==> src/rtl/clock_div_ctrl_pkg.sv <==
// Shared definitions for the programmable clock divider: controller state
// encoding and the divide-ratio clamp.
package clock_div_ctrl_pkg;

  typedef enum logic [1:0] {
    StIdle  = 2'd0,
    StRun   = 2'd1,
    StDrain = 2'd2
  } ctrlState_t;

  // Ratios below 2 cannot form a high and a low phase, so they run as 2.
  function automatic int unsigned clampDiv(input int unsigned d);
    return (d < 2) ? 2 : d;
  endfunction

endpackage

==> src/rtl/clock_div_phase.sv <==
// Phase counter for one divided-clock period plus registered OutClock/Tick.
// Outputs are computed from the next-cycle phase so they line up with Phase.
module clock_div_phase #(
  parameter int unsigned bw_Count = 8
) (
  input  logic                InClock,
  input  logic                Reset,
  input  logic                Active,
  input  logic                NextActive,
  input  logic [bw_Count-1:0] Div,
  input  logic [bw_Count-1:0] NextDiv,
  output logic                Boundary,
  output logic                OutClock,
  output logic                Tick
);

  logic [bw_Count-1:0] phase;
  logic [bw_Count-1:0] nextPhase;

  assign Boundary = Active && (phase == Div - bw_Count'(1));

  // A fresh run or a wrap restarts at phase 0.
  always_comb begin
    nextPhase = '0;
    if (NextActive && Active && !Boundary)
      nextPhase = phase + bw_Count'(1);
  end

  always_ff @(posedge InClock or posedge Reset) begin
    if (Reset) begin
      phase    <= '0;
      OutClock <= 1'b0;
      Tick     <= 1'b0;
    end else begin
      phase    <= nextPhase;
      OutClock <= NextActive && (nextPhase < (NextDiv >> 1));
      Tick     <= NextActive && (nextPhase == '0);
    end
  end

endmodule

==> src/rtl/clock_div_ctrl.sv <==
// Run/stop/burst controller for a programmable clock divider. Ratio and burst
// updates made while running are held in a shadow until a period boundary.
module clock_div_ctrl
  import clock_div_ctrl_pkg::*;
#(
  parameter int unsigned bw_Count = 8,
  parameter int unsigned bw_Burst = 8,
  parameter int unsigned DefDiv   = 4
) (
  input  logic                InClock,
  input  logic                Reset,
  input  logic                CfgValid,
  output logic                CfgReady,
  input  logic [bw_Count-1:0] CfgDiv,
  input  logic [bw_Burst-1:0] CfgBurst,
  input  logic                Start,
  input  logic                Stop,
  output logic                OutClock,
  output logic                Tick,
  output logic                Busy,
  output logic                BurstDone
);

  localparam logic [bw_Count-1:0] ResetDiv = bw_Count'(clampDiv(DefDiv));

  ctrlState_t          state;
  logic [bw_Count-1:0] div;
  logic [bw_Count-1:0] nextDiv;
  logic [bw_Burst-1:0] burst;
  logic [bw_Burst-1:0] periodCnt;
  logic [bw_Count-1:0] shDiv;
  logic [bw_Burst-1:0] shBurst;
  logic                shPend;

  logic                cfgFire;
  logic [bw_Count-1:0] cfgDivClamped;
  logic                boundary;
  logic                isIdle;
  logic                goRun;
  logic                burstEnd;
  logic                endRun;
  logic                nextActive;

  assign CfgReady      = !shPend;
  assign cfgFire       = CfgValid && CfgReady;
  assign cfgDivClamped = bw_Count'(clampDiv(32'(CfgDiv)));
  assign isIdle        = (state == StIdle);
  assign goRun         = isIdle && Start && !Stop;
  assign burstEnd      = boundary && (state == StRun) && (burst != '0) &&
                         (periodCnt == burst - bw_Burst'(1));
  assign endRun        = boundary && ((state == StDrain) ||
                                      ((state == StRun) && (Stop || burstEnd)));
  assign nextActive    = goRun || (!isIdle && !endRun);

  // Ratio in force next cycle; the phase block needs it to pre-compute outputs.
  always_comb begin
    nextDiv = div;
    if (isIdle) begin
      if (cfgFire)
        nextDiv = cfgDivClamped;
      else if (shPend)
        nextDiv = shDiv;
    end else if (boundary && shPend) begin
      nextDiv = shDiv;
    end
  end

  always_ff @(posedge InClock or posedge Reset) begin
    if (Reset) begin
      state     <= StIdle;
      div       <= ResetDiv;
      burst     <= '0;
      periodCnt <= '0;
      shDiv     <= '0;
      shBurst   <= '0;
      shPend    <= 1'b0;
      Busy      <= 1'b0;
      BurstDone <= 1'b0;
    end else begin
      div       <= nextDiv;
      Busy      <= nextActive;
      BurstDone <= burstEnd;
      case (state)
        StIdle: begin
          // A shadow left over from a run that just ended is applied here.
          if (cfgFire) begin
            burst <= CfgBurst;
          end else if (shPend) begin
            burst  <= shBurst;
            shPend <= 1'b0;
          end
          if (goRun) begin
            state     <= StRun;
            periodCnt <= '0;
          end
        end
        StRun, StDrain: begin
          if (cfgFire) begin
            shDiv   <= cfgDivClamped;
            shBurst <= CfgBurst;
            shPend  <= 1'b1;
          end
          if (boundary) begin
            if (shPend) begin
              burst     <= shBurst;
              shPend    <= 1'b0;
              periodCnt <= '0;
            end else if (periodCnt != '1) begin
              periodCnt <= periodCnt + bw_Burst'(1);
            end
          end
          if (endRun)
            state <= StIdle;
          else if ((state == StRun) && Stop && !boundary)
            state <= StDrain;
        end
        default: state <= StIdle;
      endcase
    end
  end

  clock_div_phase #(
    .bw_Count(bw_Count)
  ) uPhase (
    .InClock   (InClock),
    .Reset     (Reset),
    .Active    (!isIdle),
    .NextActive(nextActive),
    .Div       (div),
    .NextDiv   (nextDiv),
    .Boundary  (boundary),
    .OutClock  (OutClock),
    .Tick      (Tick)
  );

endmodule
==> config.mk <==
export PLATFORM = sky130hd
export DESIGN_NAME = clock_div_ctrl
export DESIGN_NICKNAME = d
export VERILOG_FILES = /design/src/rtl/clock_div_ctrl_pkg.sv /design/src/rtl/clock_div_phase.sv /design/src/rtl/clock_div_ctrl.sv
export SDC_FILE = /design/constraint.sdc
export NUM_CORES = 1
export LEC_CHECK = 0
export ABC_CLOCK_PERIOD_IN_PS = 4100
export CAP_MARGIN = 20
export CORE_MARGIN = 2
export CORE_UTILIZATION = 59
export CTS_CLUSTER_DIAMETER = 120
export DETAILED_ROUTE_END_ITERATION = 10
export GPL_TIMING_DRIVEN = 0
export PLACE_DENSITY = 0.79
export RECOVER_POWER = 25
export SYNTH_ARGS = -nofsm -noshare
export SYNTH_HDL_FRONTEND = slang
export SYNTH_HIERARCHICAL = 1
export SYNTH_SLANG_ARGS = --single-unit
==> constraint.sdc <==
create_clock -name InClock -period 4.1 [get_ports InClock]
set_input_delay 0.41 -clock InClock [delete_from_list [all_inputs] [get_ports InClock]]
set_output_delay 0.41 -clock InClock [all_outputs]
set_load 0.01 [all_outputs]
==> impl_metrics.csv, run 1 <==
group,metric,value,unit
status,outcome,"complete, but fails checks",
status,violations,"max-capacitance violations, max-slew violations",
floorplan,row_count,27,
yosys,netlist_area,3420,µm²
detailed_routing,viasPerCell,6.25,
sta,slew_viol_final,36,
yosys,ys_ff_latch,55,
global_route,grt_max_degree,36,
floorplan,io_pins,26,
sta,tightest_slew,1.80,ns
detailed_routing,dr_total_vias,2996,
clock_tree,h-tree-depth,2,
floorplan,core,5540,µm²
sta,fin_crit_sh,94.6,%
finish,drive_gt1_share,15.2,%
floorplan,die_w,80.2,µm
finish,final_core_util,71.9,%
global_route,overflow,0,
yosys,ys_async_sr_fraction,100,%
worst_setup_path,crit_type,"reg -> reg",
worst_setup_path,crit_fanout,8,
power_and_ir_drop,p_switching,1.24,mW
detailed_routing,drtAntennaViolNets,0,
place,place_hpwl,5580,µm
detailed_routing,detail_route.wl_per_cell,16.2,µm
floorplan,dieHeight,80.2,µm
clock_tree,root_buffer,"clkbuf_8",
clock_tree,cts_buffers,5,
worst_setup_path,critPathSlowestCell,"dfrtp_2",
place,port_buffers,25,
detailed_routing,wl,7750,µm
global_route,gr-usage-all-layers,25.6,%
sta,setup_violations,0,
clock_tree,clk_pin_slew,0.11,ns
yosys,ys_types,59,
power_and_ir_drop,max-vdd-ir-drop,0.409,mV
clock_tree,tritoncts,"done",
sta,fmax,258,MHz
sta,fin_worst_skew,0.0149,ns
worst_setup_path,crit_path_end_kind,"flop",
floorplan,start_util,61.8,%
finish,final_nets,442,
job,maxCapViolCount,1,
worst_setup_path,required,4.36,ns
yosys,post_synth_inst_count,367,
detailed_routing,drtIter0Drc,157,
power_and_ir_drop,intPower,1.55,mW
power_and_ir_drop,p_leak,1.73,nW
worst_setup_path,cp-start-kind,"flop",
worst_setup_path,cpPeakStageDelay,0.47,ns
worst_setup_path,crit_arrival,4.13,ns
power_and_ir_drop,pwr-share-comb,51.6,%
clock_tree,cts_sinks,55,
floorplan,dieArea,6430,µm²
finish,antennaDiodeCount,0,
clock_tree,postCtsHoldBufs,0,
place,dp.cells,465,
yosys,synth-edff-count,0,
finish,final_common_cell,"dfrtp_1",
place,globalplace.congestion,0.928,
power_and_ir_drop,clkPwrFrac,13.4,%
detailed_routing,drtPass1Iterations,4,
power_and_ir_drop,power.share.sequential,34.9,%
sta,finalHoldViolCount,0,
worst_setup_path,cpMostUsedCell,"nor3_2",
worst_hold_path,hp-class,"in -> async",
worst_setup_path,cp_cell_sequence,"inv_1 -> ha_2 -> xnor2_1 -> and4b_1 -> a41oi_1 -> a211oi_2 -> buf_6 -> nand4_1 -> nor3_2 -> a41oi_2 -> o21ai_1 -> a21oi_2 -> nand2_4 -> nor3_2 -> ha_1 -> o21a_1 -> o2111ai_2 -> nor2_1 -> nor4b_2 -> o31a_1",
power_and_ir_drop,finalPower,2.79,mW
finish,final_cell_mix,"dfrtp_1 (52), a21oi_1 (27), nor2_1 (24), clkdlybuf4s50_1 (24), nand2_1 (23)",
finish,final_cells,479,
yosys,syn_nets,403,
global_route,first_global_vias,2677,
sta,setup_slack,0.223,ns
finish,area_growth,16.3,%
clock_tree,cts.path.max_buffers,2,
sta,slew_headroom,-20.3,%
detailed_routing,drc,0,
sta,min_period,3.88,ns
global_route,grt_pass1_wl,12900,µm
power_and_ir_drop,switching_share,44.4,%
yosys,ys_seq_area_share,40.2,%
clock_tree,insertion_delay,0.32,ns
global_route,antenna_found_initial,0,
power_and_ir_drop,power_density,702,nW/µm²
yosys,synth_flop_cell,"dfrtp_1",
yosys,avgSynthCellArea,9.33,µm²
sta,whs,0.521,ns
worst_setup_path,rrSetupSlack,0.22,ns
worst_setup_path,critPathLaunch,"div[1]",
yosys,yosysWarnings,6,
worst_setup_path,r2r-start,"div[1]",
place,pre_cts_slack,-0.359,ns
## layout make-up
class	instances	area, µm²
multi-input combinational	273	1930
buffer	16	78.8
fill	425	1560
tap	72	90.1
clock inverter	3	46.3
timing repair buffer	32	299
inverter	23	86.3
sequential	55	1380
clock buffer	5	68.8
## synth_stat cells, drive strengths merged, types with 4 or more instances
master	count	area [µm²]
nor3	17	85.1
nor2b	4	25.0
buf	7	43.8
nand4	7	43.8
nand2b	7	46.3
xor2	15	131
inv	22	82.6
o31a	4	36.3
o21ai	19	95.1
mux2	14	158
nand3	8	40.0
clkbuf	9	35.0
a211oi	4	35.0
nor4	5	52.6
a21oi	28	140
and3	9	58.8
xnor2	14	123
nor2	24	90.1
dfrtp	54	1350
ha	15	188
o22ai	16	100
mux2i	7	70.1
nand2	25	93.8
## routing by layer
| layer | up-vias | part of all wire, % | GRT usage (%) | wire length [µm] |
|---|---|---|---|---|
| li1 | 1409 | - | - | - |
| met1 | 1445 | 48 | 37.6 | 3700 |
| met2 | 126 | 45 | 39.2 | 3490 |
| met3 | 16 | 5.9 | 3.93 | 458 |
| met4 | 0 | 1.3 | 7.80 | 98 |
| met5 | - | 0 | 0 | 0 |
## power groups by stage
stage | sequential, mW | combinational, mW | clock [mW]
after floorplan | 0.937 | 1.01 | 0
after global placement | 0.977 | 1.29 | 0
after detailed placement | 0.988 | 1.33 | 0
after CTS | 0.970 | 1.38 | 0.378
after global routing | 1.00 | 1.59 | 0.394
final | 0.976 | 1.44 | 0.376
## cells by family after synthesis
logic type,Yosys count,share of synthesized area [%]
flip-flops,55,40.2
buffers and inverters,39,4.82
adder cells (fa/ha/maj),15,5.48
AO/OA/AOI/OAI,92,17.1
multiplexers,21,6.65
AND/OR/NAND/NOR,116,18.3
XOR/XNOR,29,7.42
## flip-flops by register name, indices dropped and copies added (netlist names), 2 cells and up
| name | flops |
|---|---|
| shDiv | 8 |
| state | 2 |
| periodCnt | 8 |
| burst | 8 |
| div | 8 |
| shBurst | 8 |
| uPhase/phase | 8 |
## worst max-delay path: cells and delay by family (launching register included)
kind	cells	cell delay [ns]
AOI/OAI and AO/OA	8	1.52
adders and majority gates	2	0.51
buffers and inverters	2	0.22
and+or+nand+nor	7	0.99
xor gates and xnor gates	1	0.09
DFF	1	0.47
## path summary, 6_finish.rpt
check / endpoint / cells past startpoint
worst max-delay path: uPhase/OutClock / 20
worst min-delay path: uPhase/Tick / 2
worst max register to register: uPhase/OutClock / 20
worst min register to register: shBurst[6] / 1
max in group asynchronous: div[1] / 3
min in group InClock: shBurst[6] / 1
## through the flow
| stage | TNS (ns) | area [µm²] |
|---|---|---|
| final | 0 | 3980 |
| after global routing | -0.0353 | 3980 |
| after CTS | 0 | 3950 |
| after detailed placement | -0.359 | 3780 |
| after global placement | -0.275 | 3760 |
| after floorplan | 0 | 3420 |
## what timing repair did
item	in CTS	in global routing
resized for setup	11	5
pin swaps	0	5
setup buffers	3	3
endpoints found under the setup margin	1	1
(Power assumes the default switching activity.)
==> run 2: changes to the inputs <==
--- a/config.mk
+++ b/config.mk
@@ -5,6 +5,7 @@
 export SDC_FILE = /design/constraint.sdc
 export NUM_CORES = 1
 export LEC_CHECK = 0
+export ABC_AREA = 1
 export ABC_CLOCK_PERIOD_IN_PS = 4100
 export CAP_MARGIN = 20
 export CORE_MARGIN = 2
==> run 2 against run 1 <==
  * The run still ends with max-capacitance violations, max-slew violations left
  * Global-route usage about the same
  * Register-to-register slack better by 0.18 ns
  * Area after synthesis up 4.7%
  * Core utilization down 3.2 points
  * Worst hold slack worse by 0.11 ns
  * Synthesized cell count up 33%
  * Sequential power down 4.7%
  * Clock power down 21%
  * Flip-flop and latch count unchanged
  * Setup slack better by 0.18 ns
  * Critical endpoint unchanged
  * Highest routed layer unchanged
==> impl_metrics.csv, run 2 <==
group,metric,value,unit
status,outcome,"complete, but fails checks",
status,violations,"max-capacitance violations, max-slew violations",
place,place_hpwl,6320,µm
clock_tree,cts_sinks,55,
sta,min_period,3.69,ns
finish,final_common_cell,"nand2_1",
yosys,synth-edff-count,0,
floorplan,die_w,81.9,µm
global_route,gr-usage-all-layers,25.7,%
yosys,ys_async_sr_fraction,100,%
clock_tree,root_buffer,"clkbuf_8",
power_and_ir_drop,finalPower,2.67,mW
worst_setup_path,cpMostUsedCell,"nand2_1",
worst_setup_path,cpPeakStageDelay,0.41,ns
detailed_routing,drtPass1Iterations,4,
floorplan,io_pins,26,
yosys,synth_top_area_share,37.7,%
worst_setup_path,required,4.34,ns
place,pre_cts_slack,0.255,ns
global_route,grt_pass1_wl,13400,µm
place,dp.cells,588,
sta,slew_viol_final,44,
worst_setup_path,crit_fanout,10,
worst_setup_path,crit_path_end_kind,"flop",
sta,rsz0062_at_grt,"no",
finish,final_area,4040,µm²
detailed_routing,drc,0,
detailed_routing,wl,7990,µm
worst_setup_path,crit_arrival,3.93,ns
finish,final_nets,558,
finish,antennaDiodeCount,0,
floorplan,dieHeight,81.9,µm
finish,final_core_util,68.7,%
finish,area_growth,12.8,%
sta,tightest_slew,2.30,ns
sta,slew_headroom,-53.6,%
clock_tree,h-tree-depth,2,
yosys,yosysTopAreaCell,"dfrtp_1",
detailed_routing,drtAntennaViolNets,0,
yosys,synth_common_cells,"nand2_1 (129), inv_1 (68), dfrtp_1 (54)",
worst_hold_path,hp-class,"in -> async",
clock_tree,tritoncts,"done",
sta,fmax,271,MHz
yosys,synth_flop_cell,"dfrtp_1",
detailed_routing,dr_total_vias,3279,
global_route,grt_max_degree,44,
clock_tree,cts_buffers,5,
worst_setup_path,cp-start-kind,"flop",
clock_tree,postCtsHoldBufs,0,
worst_setup_path,cp.buffers_inverters,8,
clock_tree,clk_pin_slew,0.10,ns
detailed_routing,viasPerCell,5.48,
sta,fin_crit_sh,90.1,%
power_and_ir_drop,power_density,661,nW/µm²
place,port_buffers,25,
power_and_ir_drop,max-vdd-ir-drop,0.359,mV
yosys,ys_seq_area_share,38.4,%
finish,fillCellCount,509,
job,maxCapViolCount,1,
floorplan,dieArea,6710,µm²
sta,whs,0.408,ns
power_and_ir_drop,p_leak,1.98,nW
floorplan,row_count,28,
yosys,ys_ff_latch,55,
detailed_routing,drtIter0Drc,176,
detailed_routing,detail_route.wl_per_cell,13.4,µm
yosys,synth_area_leaders,"dfrtp_1 (38%), nand2_1 (14%), inv_1 (7.1%)",
global_route,overflow,0,
worst_setup_path,critPathSlowestCell,"dfrtp_1",
global_route,first_global_vias,2999,
finish,drive_gt1_share,9.37,%
yosys,netlist_area,3580,µm²
global_route,antenna_found_initial,0,
sta,setup_tns,0,ns
sta,setup_violations,0,
finish,final_cells,598,
yosys,yosysWarnings,6,
clock_tree,cts.path.max_buffers,2,
yosys,ys_types,40,
floorplan,start_util,60.9,%
sta,fin_worst_skew,0.00705,ns
sta,setup_slack,0.406,ns
place,placed_cell_area,3950,µm²
finish,final_cell_mix,"nand2_1 (128), inv_1 (67), dfrtp_1 (53)",
yosys,avgSynthCellArea,7.36,µm²
yosys,synth_most_common_cell,"nand2_1",
yosys,post_synth_inst_count,487,
sta,finalHoldViolCount,0,
floorplan,core,5890,µm²
worst_setup_path,crit_type,"reg -> reg",
place,globalplace.congestion,0.864,
yosys,syn_nets,523,
clock_tree,insertion_delay,0.30,ns
worst_setup_path,cpLargestDelayFamily,"simple AND/OR/NAND/NOR gates",
[run 2: final timing paths]
kind                       cells after the start        from  slack [ns]               to
setup / recovery                              31    state[0]        0.41  uPhase/OutClock
hold / removal                                 2       Reset        0.41         state[1]
setup reg to reg                              31    state[0]        0.41  uPhase/OutClock
hold reg to reg                                2  shBurst[0]        0.48       shBurst[0]
max in group asynchronous                      3       Reset        1.15           div[0]
min in group InClock                           2  shBurst[0]        0.48       shBurst[0]
[run 2: layer usage]
| layer | share of wire (%) | routed length (µm) | vias to the layer above | global-route usage [%] |
|---|---|---|---|---|
| met1 | 47 | 3780 | 1527 | 35.9 |
| met5 | 0 | 0 | - | 0 |
| met3 | 4.3 | 344 | 9 | 3.74 |
| met2 | 47 | 3800 | 87 | 42.3 |
| li1 | - | - | 1656 | - |
| met4 | 0.93 | 74 | 0 | 5.67 |
[run 2: worst register-to-register path: cells and delay by family, from the launching register on]
family | cells | cell delay [ns]
buffers and inverters | 8 | 0.69
flip-flops | 1 | 0.41
AO/OA/AOI/OAI | 2 | 0.29
AND/OR/NAND/NOR | 19 | 1.74
adder cells (fa/ha/maj) | 2 | 0.50
[run 2: cell type report]
class / instances / area [µm²] / share of cell area [%]
Tap cell: 75 / 93.8 / 2.32
Timing Repair Buffer: 28 / 269 / 6.65
Clock inverter: 2 / 12.5 / 0.309
Clock buffer: 6 / 72.6 / 1.79
Multi-Input combinational cell: 343 / 1860 / 46.0
Sequential cell: 55 / 1380 / 34.1
Buffer: 10 / 58.8 / 1.45
Inverter: 79 / 299 / 7.39
[run 2: cell families after synthesis]
family          count (synthesis)  share of synthesized area [%]
simple gates                  242                           29.8
buf+inv                        89                           9.98
compound gates                 73                           13.3
flops                          55                           38.4
fa+ha+maj                      15                           5.24
xor+xnor                       13                           3.18
[run 2: report_power, final]
part | leakage (nW) | internal, mW | switching [mW]
Clock | 0.0412 | 0.120 | 0.178
Combinational | 1.25 | 0.555 | 0.888
Sequential | 0.686 | 0.751 | 0.179
Total | 1.98 | 1.43 | 1.25
[run 2: timing repair]
| item | 4_1_cts | 5_1_grt |
|---|---|---|
| gates resized for setup | 0 | 4 |
| buffers inserted | 0 | 2 |
| setup endpoints to repair | 0 | 1 |
==> run 3: changes to the inputs <==
==> constraint.sdc (replaced) <==
create_clock -name InClock -period 4.1 [get_ports InClock]
set_input_delay 1.23 -clock InClock [delete_from_list [all_inputs] [get_ports InClock]]
set_output_delay 1.23 -clock InClock [all_outputs]
set_load 0.01 [all_outputs]
==> run 3 against run 2 <==
  * The run still ends with max-capacitance violations, max-slew violations left
  * Register-to-register slack lost 0.02 ns
  * Sequential share of layout area shrank 0.074 points
  * Cell count is the same
  * Maximum frequency shrank 0.41%
  * Critical path type unchanged
  * Largest power group unchanged
==> impl_metrics.csv, run 3 (synthesis results as in run 2) <==
group,metric,value,unit
finish,fillCellCount,508,
power_and_ir_drop,intPower,1.43,mW
place,globalplace.congestion,0.864,
finish,register_area,1380,µm²
worst_setup_path,required,4.34,ns
finish,drive_gt1_share,9.37,%
worst_setup_path,crit_arrival,3.95,ns
job,maxCapViolCount,1,
finish,final_common_cell,"nand2_1",
finish,antennaDiodeCount,0,
clock_tree,h-tree-depth,2,
floorplan,die_w,81.9,µm
finish,area_growth,13.1,%
detailed_routing,drtIter0Drc,156,
sta,slew_viol_final,44,
clock_tree,clk_pin_slew,0.10,ns
detailed_routing,viasPerCell,5.50,
power_and_ir_drop,switching_share,46.6,%
sta,setup_violations,0,
floorplan,core,5890,µm²
sta,min_period,3.71,ns
power_and_ir_drop,p_leak,1.99,nW
worst_setup_path,regToRegEndpoint,"uPhase/OutClock",
sta,setup_tns,0,ns
worst_setup_path,crit_fanout,6,
worst_setup_path,rrSetupSlack,0.39,ns
place,place_hpwl,6320,µm
clock_tree,cts_sinks,55,
worst_setup_path,r2r-start,"div[0]",
power_and_ir_drop,p_switching,1.25,mW
worst_setup_path,cpPeakStageDelay,0.46,ns
power_and_ir_drop,max-vdd-ir-drop,0.360,mV
status,outcome,"complete, but fails checks",
worst_setup_path,cp-start-kind,"flop",
finish,final_nets,558,
power_and_ir_drop,pwr-share-comb,54.1,%
worst_hold_path,whs_path_depth,2,
clock_tree,tritoncts,"done",
floorplan,io_pins,26,
detailed_routing,drc,0,
floorplan,dieArea,6710,µm²
worst_setup_path,critPathSlowestCell,"dfrtp_2",
sta,tightest_slew,1.91,ns
worst_setup_path,cpMostUsedCell,"nand2_1",
global_route,antenna_found_initial,0,
global_route,first_global_vias,2999,
power_and_ir_drop,clkPwrFrac,11.1,%
clock_tree,cts_buffers,5,
detailed_routing,detail_route.wl_per_cell,13.4,µm
global_route,grt_max_degree,44,
finish,multi_input_area,1860,µm²
power_and_ir_drop,finalPower,2.67,mW
global_route,gr-usage-all-layers,25.7,%
detailed_routing,drtAntennaViolNets,0,
detailed_routing,drtPass1Iterations,4,
power_and_ir_drop,power_density,660,nW/µm²
detailed_routing,wl,8030,µm
worst_hold_path,hp-class,"reg -> reg",
detailed_routing,dr_total_vias,3290,
sta,slew_headroom,-27.1,%
clock_tree,insertion_delay,0.30,ns
worst_hold_path,min_to,"shBurst[3]",
global_route,grt_pass1_wl,13400,µm
sta,fin_crit_sh,90.5,%
status,violations,"max-capacitance violations, max-slew violations",
sta,finalHoldViolCount,0,
sta,fmax,270,MHz
global_route,overflow,0,
worst_setup_path,r2r_cells,31,
worst_setup_path,crit_type,"reg -> reg",
floorplan,start_util,60.9,%
worst_hold_path,hold_start,"shBurst[3]",
finish,final_cell_mix,"nand2_1 (128), inv_1 (67), dfrtp_1 (53)",
sta,fin_worst_skew,0.00784,ns
worst_setup_path,crit_path_end_kind,"flop",
power_and_ir_drop,power.share.sequential,34.8,%
clock_tree,root_buffer,"clkbuf_8",
place,port_buffers,25,
place,dp.cells,588,
clock_tree,cts.path.max_buffers,2,
finish,final_cells,598,
sta,rsz0062_at_grt,"no",
floorplan,row_count,28,
floorplan,dieHeight,81.9,µm
==> run 3: worst max path at each step <==
stage / from / to / slack, ns / cells past startpoint
3_5_place_dp: state[0] / uPhase/OutClock / 0.26 / 31
3_3_place_gp: state[0] / uPhase/OutClock / 0.34 / 31
5_1_grt: state[0] / uPhase/OutClock / 0.01 / 31
6_report: div[0] / uPhase/OutClock / 0.39 / 31
2_1_floorplan: state[0] / uPhase/OutClock / 0.91 / 31
4_1_cts: state[0] / uPhase/OutClock / 0.21 / 31
==> run 3: critical path: cells and delay by family (launching register included) <==
kind / cells / cell delay [ns]
and+or+nand+nor: 21 / 1.89
AOI/OAI and AO/OA: 2 / 0.29
buffers and inverters: 6 / 0.51
DFF: 1 / 0.46
adders and majority gates: 2 / 0.52
==> run 3: layer usage <==
| layer | track usage (%) | vias up | wire (µm) |
|---|---|---|---|
| met5 | 0 | - | 0 |
| met4 | 5.67 | 0 | 74 |
| met3 | 3.74 | 9 | 316 |
| met2 | 42.3 | 81 | 3790 |
| met1 | 35.9 | 1540 | 3840 |
| li1 | - | 1660 | - |
==> run 3: per-stage QoR <==
step | util [%] | hold slack, ns | instance area, µm² | setup WS (ns)
final | 68.9 | 0.483 | 4050 | 0.391
after global routing | 68.9 | 0.504 | 4050 | 0.0112
after CTS | 68.5 | 0.486 | 4030 | 0.209
after detailed placement | 67.1 | 0.463 | 3950 | 0.255
after global placement | 66.8 | 0.455 | 3930 | 0.335
after floorplan | - | 0.443 | 3580 | 0.915
==> run 3: final cells by class <==
cell class	count	area share [%]
clock buffers	6	1.79
multi-input cells	343	45.9
flip-flops and latches	55	34.0
inverters	79	7.38
well taps	75	2.32
clock inverters	2	0.309
repair buffers	28	6.85
plain buffers	10	1.45
==> run 3: power by group through the flow <==
stage | registers (mW) | logic [mW] | clock network [mW]
2_1_floorplan | 0.896 | 1.11 | 0
5_1_grt | 0.964 | 1.64 | 0.324
3_3_place_gp | 0.929 | 1.39 | 0
4_1_cts | 0.926 | 1.44 | 0.305
6_report | 0.930 | 1.45 | 0.298
3_5_place_dp | 0.937 | 1.43 | 0
==> run 3: what timing repair did <==
item                                    4_1_cts  5_1_grt
buffers inserted                              0        2
hold buffers                                  0        0
endpoints found under the setup margin        0        1
gates resized for setup                       0        4
==> variant (flow settings as in run 2) <==
`bw_Count` is set to 8 in 2 places; all go to 6.
--- a/src/rtl/clock_div_phase.sv
+++ b/src/rtl/clock_div_phase.sv
@@ -2,5 +2,5 @@
 // Outputs are computed from the next-cycle phase so they line up with Phase.
 module clock_div_phase #(
-  parameter int unsigned bw_Count = 8
+  parameter int unsigned bw_Count = 6
 ) (
   input  logic                InClock,
--- a/src/rtl/clock_div_ctrl.sv
+++ b/src/rtl/clock_div_ctrl.sv
@@ -4,5 +4,5 @@
   import clock_div_ctrl_pkg::*;
 #(
-  parameter int unsigned bw_Count = 8,
+  parameter int unsigned bw_Count = 6,
   parameter int unsigned bw_Burst = 8,
   parameter int unsigned DefDiv   = 4
Ports: changed (resized CfgDiv); port bits go from 26 to 24. The function was not compared with the original's and may differ.
==> variant against run 2 <==
  * The flow still finishes with violations (max-capacitance violations, max-slew violations)
  * Largest power group unchanged
  * Routed wire length shrank 8.7%
  * Setup slack lost 0.070 ns
  * Area after synthesis shrank 11%
  * Highest routed layer unchanged
  * Power shrank 6.7%
  * Cell area shrank 9.3%
  * Sequential power shrank 12%
  * Sequential cell count shrank 6
  * Critical path depth shrank 2
==> variant: results (changes against run 2) <==
Placement
  – Routability Congestion: 0.832 (was 0.864)
  – Dpl hpwl: 5350 µm (was 6320 µm)
  – DP Area: 3500 µm² (was 3950 µm²)
  – Port bufs: 23 (was 25)

Finish
  – Nets: 499 (was 558)
  – Non-Filler Instances: 538 (was 598)
  – Fillers: 419 (was 509)
  – Share of cells above drive strength 1: 15.2% (was 9.37%)

Critical path
  – Critical Path AT: 3.99 ns (was 3.93 ns)
  – Critical-path top delay cell: dfrtp_2 (was dfrtp_1)
  – Worst Setup SP: div[0] (was state[0])

Synthesis
  – Post-synthesis sequential area ratio: 38.5% (was 38.4%)
  – Main area contributors after synthesis: dfrtp_1 (38%), nand2_1 (14%), inv_1 (6.8%) (was dfrtp_1 (38%), nand2_1 (14%), inv_1 (7.1%))
  – Synth cell count leaders: nand2_1 (120), inv_1 (58), dfrtp_1 (48), nor2_1 (35), nand3_1 (24) (was nand2_1 (129), inv_1 (68), dfrtp_1 (54), nor2_1 (47), nand3_1 (32))
  – Syn_nets: 459 (was 523)
  – Mean Syn Cell Area: 7.46 µm² (was 7.36 µm²)

Clock tree
  – Clk slew on worst S/H paths: 0.08 ns (was 0.10 ns)

Power
  – Peak VDD IR: 378 µV (was 359 µV)

GRT
  – Global-route wire length before repair: 12900 µm (was 13400 µm)
  – Largest net degree at the start of global routing: 42 (was 44)

Outcome
  – Status: finished, violations left (unchanged)
  – Violated checks: max-capacitance violations, max-slew violations (unchanged)

Routing
  – DRT iter0 DRCs: 265 (was 176)
  – Post-Route WL: 7300 µm (was 7990 µm)
  – Drt pass-1 iters: 6 (was 4)

Run
  – Number of max-cap violations: 1 (unchanged)

Timing
  – Clock skew: 0.0150 ns (was 0.00705 ns)
  – Final Max Slew Viols: 42 (was 44)
  – Worst Tran Pin Value: 1.55 ns (was 2.30 ns)

Worst hold path
  – HP Class: register to register (was input pin to asynchronous set/reset pin)
==> variant: changes by cell type after synthesis, sizes merged, moves of 3 or more <==
cell,before,now
nand3b,4,1
inv,78,70
dfrtp,54,48
a211oi,8,5
nand2,134,131
o22ai,17,14
o21ai,12,15
buf,8,3
nand4,7,3
xnor2,8,1
a31oi,9,5
nor2,54,45
o211ai,8,5
==> variant: cells by family (layout without fill, tap and decap cells) <==
| group | count (synthesis) | in the layout | share of synthesized area (%) |
|---|---|---|---|
| adders and majority gates | 13 | 13 | 5.11 |
| DFF | 49 | 49 | 38.5 |
| xor gates and xnor gates | 4 | 4 | 1.10 |
| AOI/OAI and AO/OA | 64 | 64 | 13.5 |
| and+or+nand+nor | 219 | 219 | 32.4 |
| buffers and inverters | 78 | 119 | 9.39 |
==> variant: power by group <==
group / switching [mW] / internal, mW / total, mW / leakage [nW]
logic: 0.874 / 0.524 / 1.40 / 1.22
registers: 0.144 / 0.671 / 0.815 / 0.611
clock network: 0.159 / 0.120 / 0.279 / 0.0422
total: 1.18 / 1.32 / 2.49 / 1.88
==> variant: metrics by stage <==
step	setup WS (ns)	utilization (%)
4_1_cts	0.141	69.3
2_1_floorplan	0.806	-
6_report	0.336	70.9
3_5_place_dp	0.215	67.7
5_1_grt	-0.0317	70.9
3_3_place_gp	0.336	67.7
==> variant: timing repair <==
action | CTS | global route
hold endpoints to repair | 0 | 0
setup buffers | 0 | 10
resized for setup | 0 | 4
setup endpoints to repair | 0 | 1
==> variant: worst paths after layout <==
| check | end | slack, ns | depth (start not counted) |
|---|---|---|---|
| worst min-delay path | shBurst[6] | 0.48 | 2 |
| max in group asynchronous | div[0] | 2.05 | 2 |
| worst max register to register | uPhase/OutClock | 0.34 | 29 |
| min in group asynchronous | uPhase/phase[0] | 0.53 | 2 |
| worst max-delay path | uPhase/OutClock | 0.34 | 29 |
| worst min register to register | shBurst[6] | 0.48 | 2 |
==> variant: worst register-to-register path: cells and delay by family (launching register included) <==
| kind | cells | cell delay [ns] |
|---|---|---|
| buf+inv | 5 | 0.42 |
| flops | 1 | 0.40 |
| compound gates | 5 | 0.64 |
| fa+ha+maj | 2 | 0.63 |
| simple gates | 17 | 1.61 |
==> variant: layout make-up <==
type | count | share of cell area [%]
Tap cell | 70 | 2.39
Clock buffer | 7 | 2.08
Sequential cell | 49 | 33.5
Clock inverter | 1 | 0.136
Timing Repair Buffer | 33 | 8.32
Buffer | 7 | 0.819
Inverter | 71 | 7.44
Multi-Input combinational cell | 300 | 45.3
==> variant: layer usage <==
metal,up-vias,global-route usage (%),wire length [µm]
met5,-,0,0
met1,1391,36.2,3400
met3,16,4.30,385
met4,0,7.86,127
met2,85,44.3,3390
li1,1457,-,-
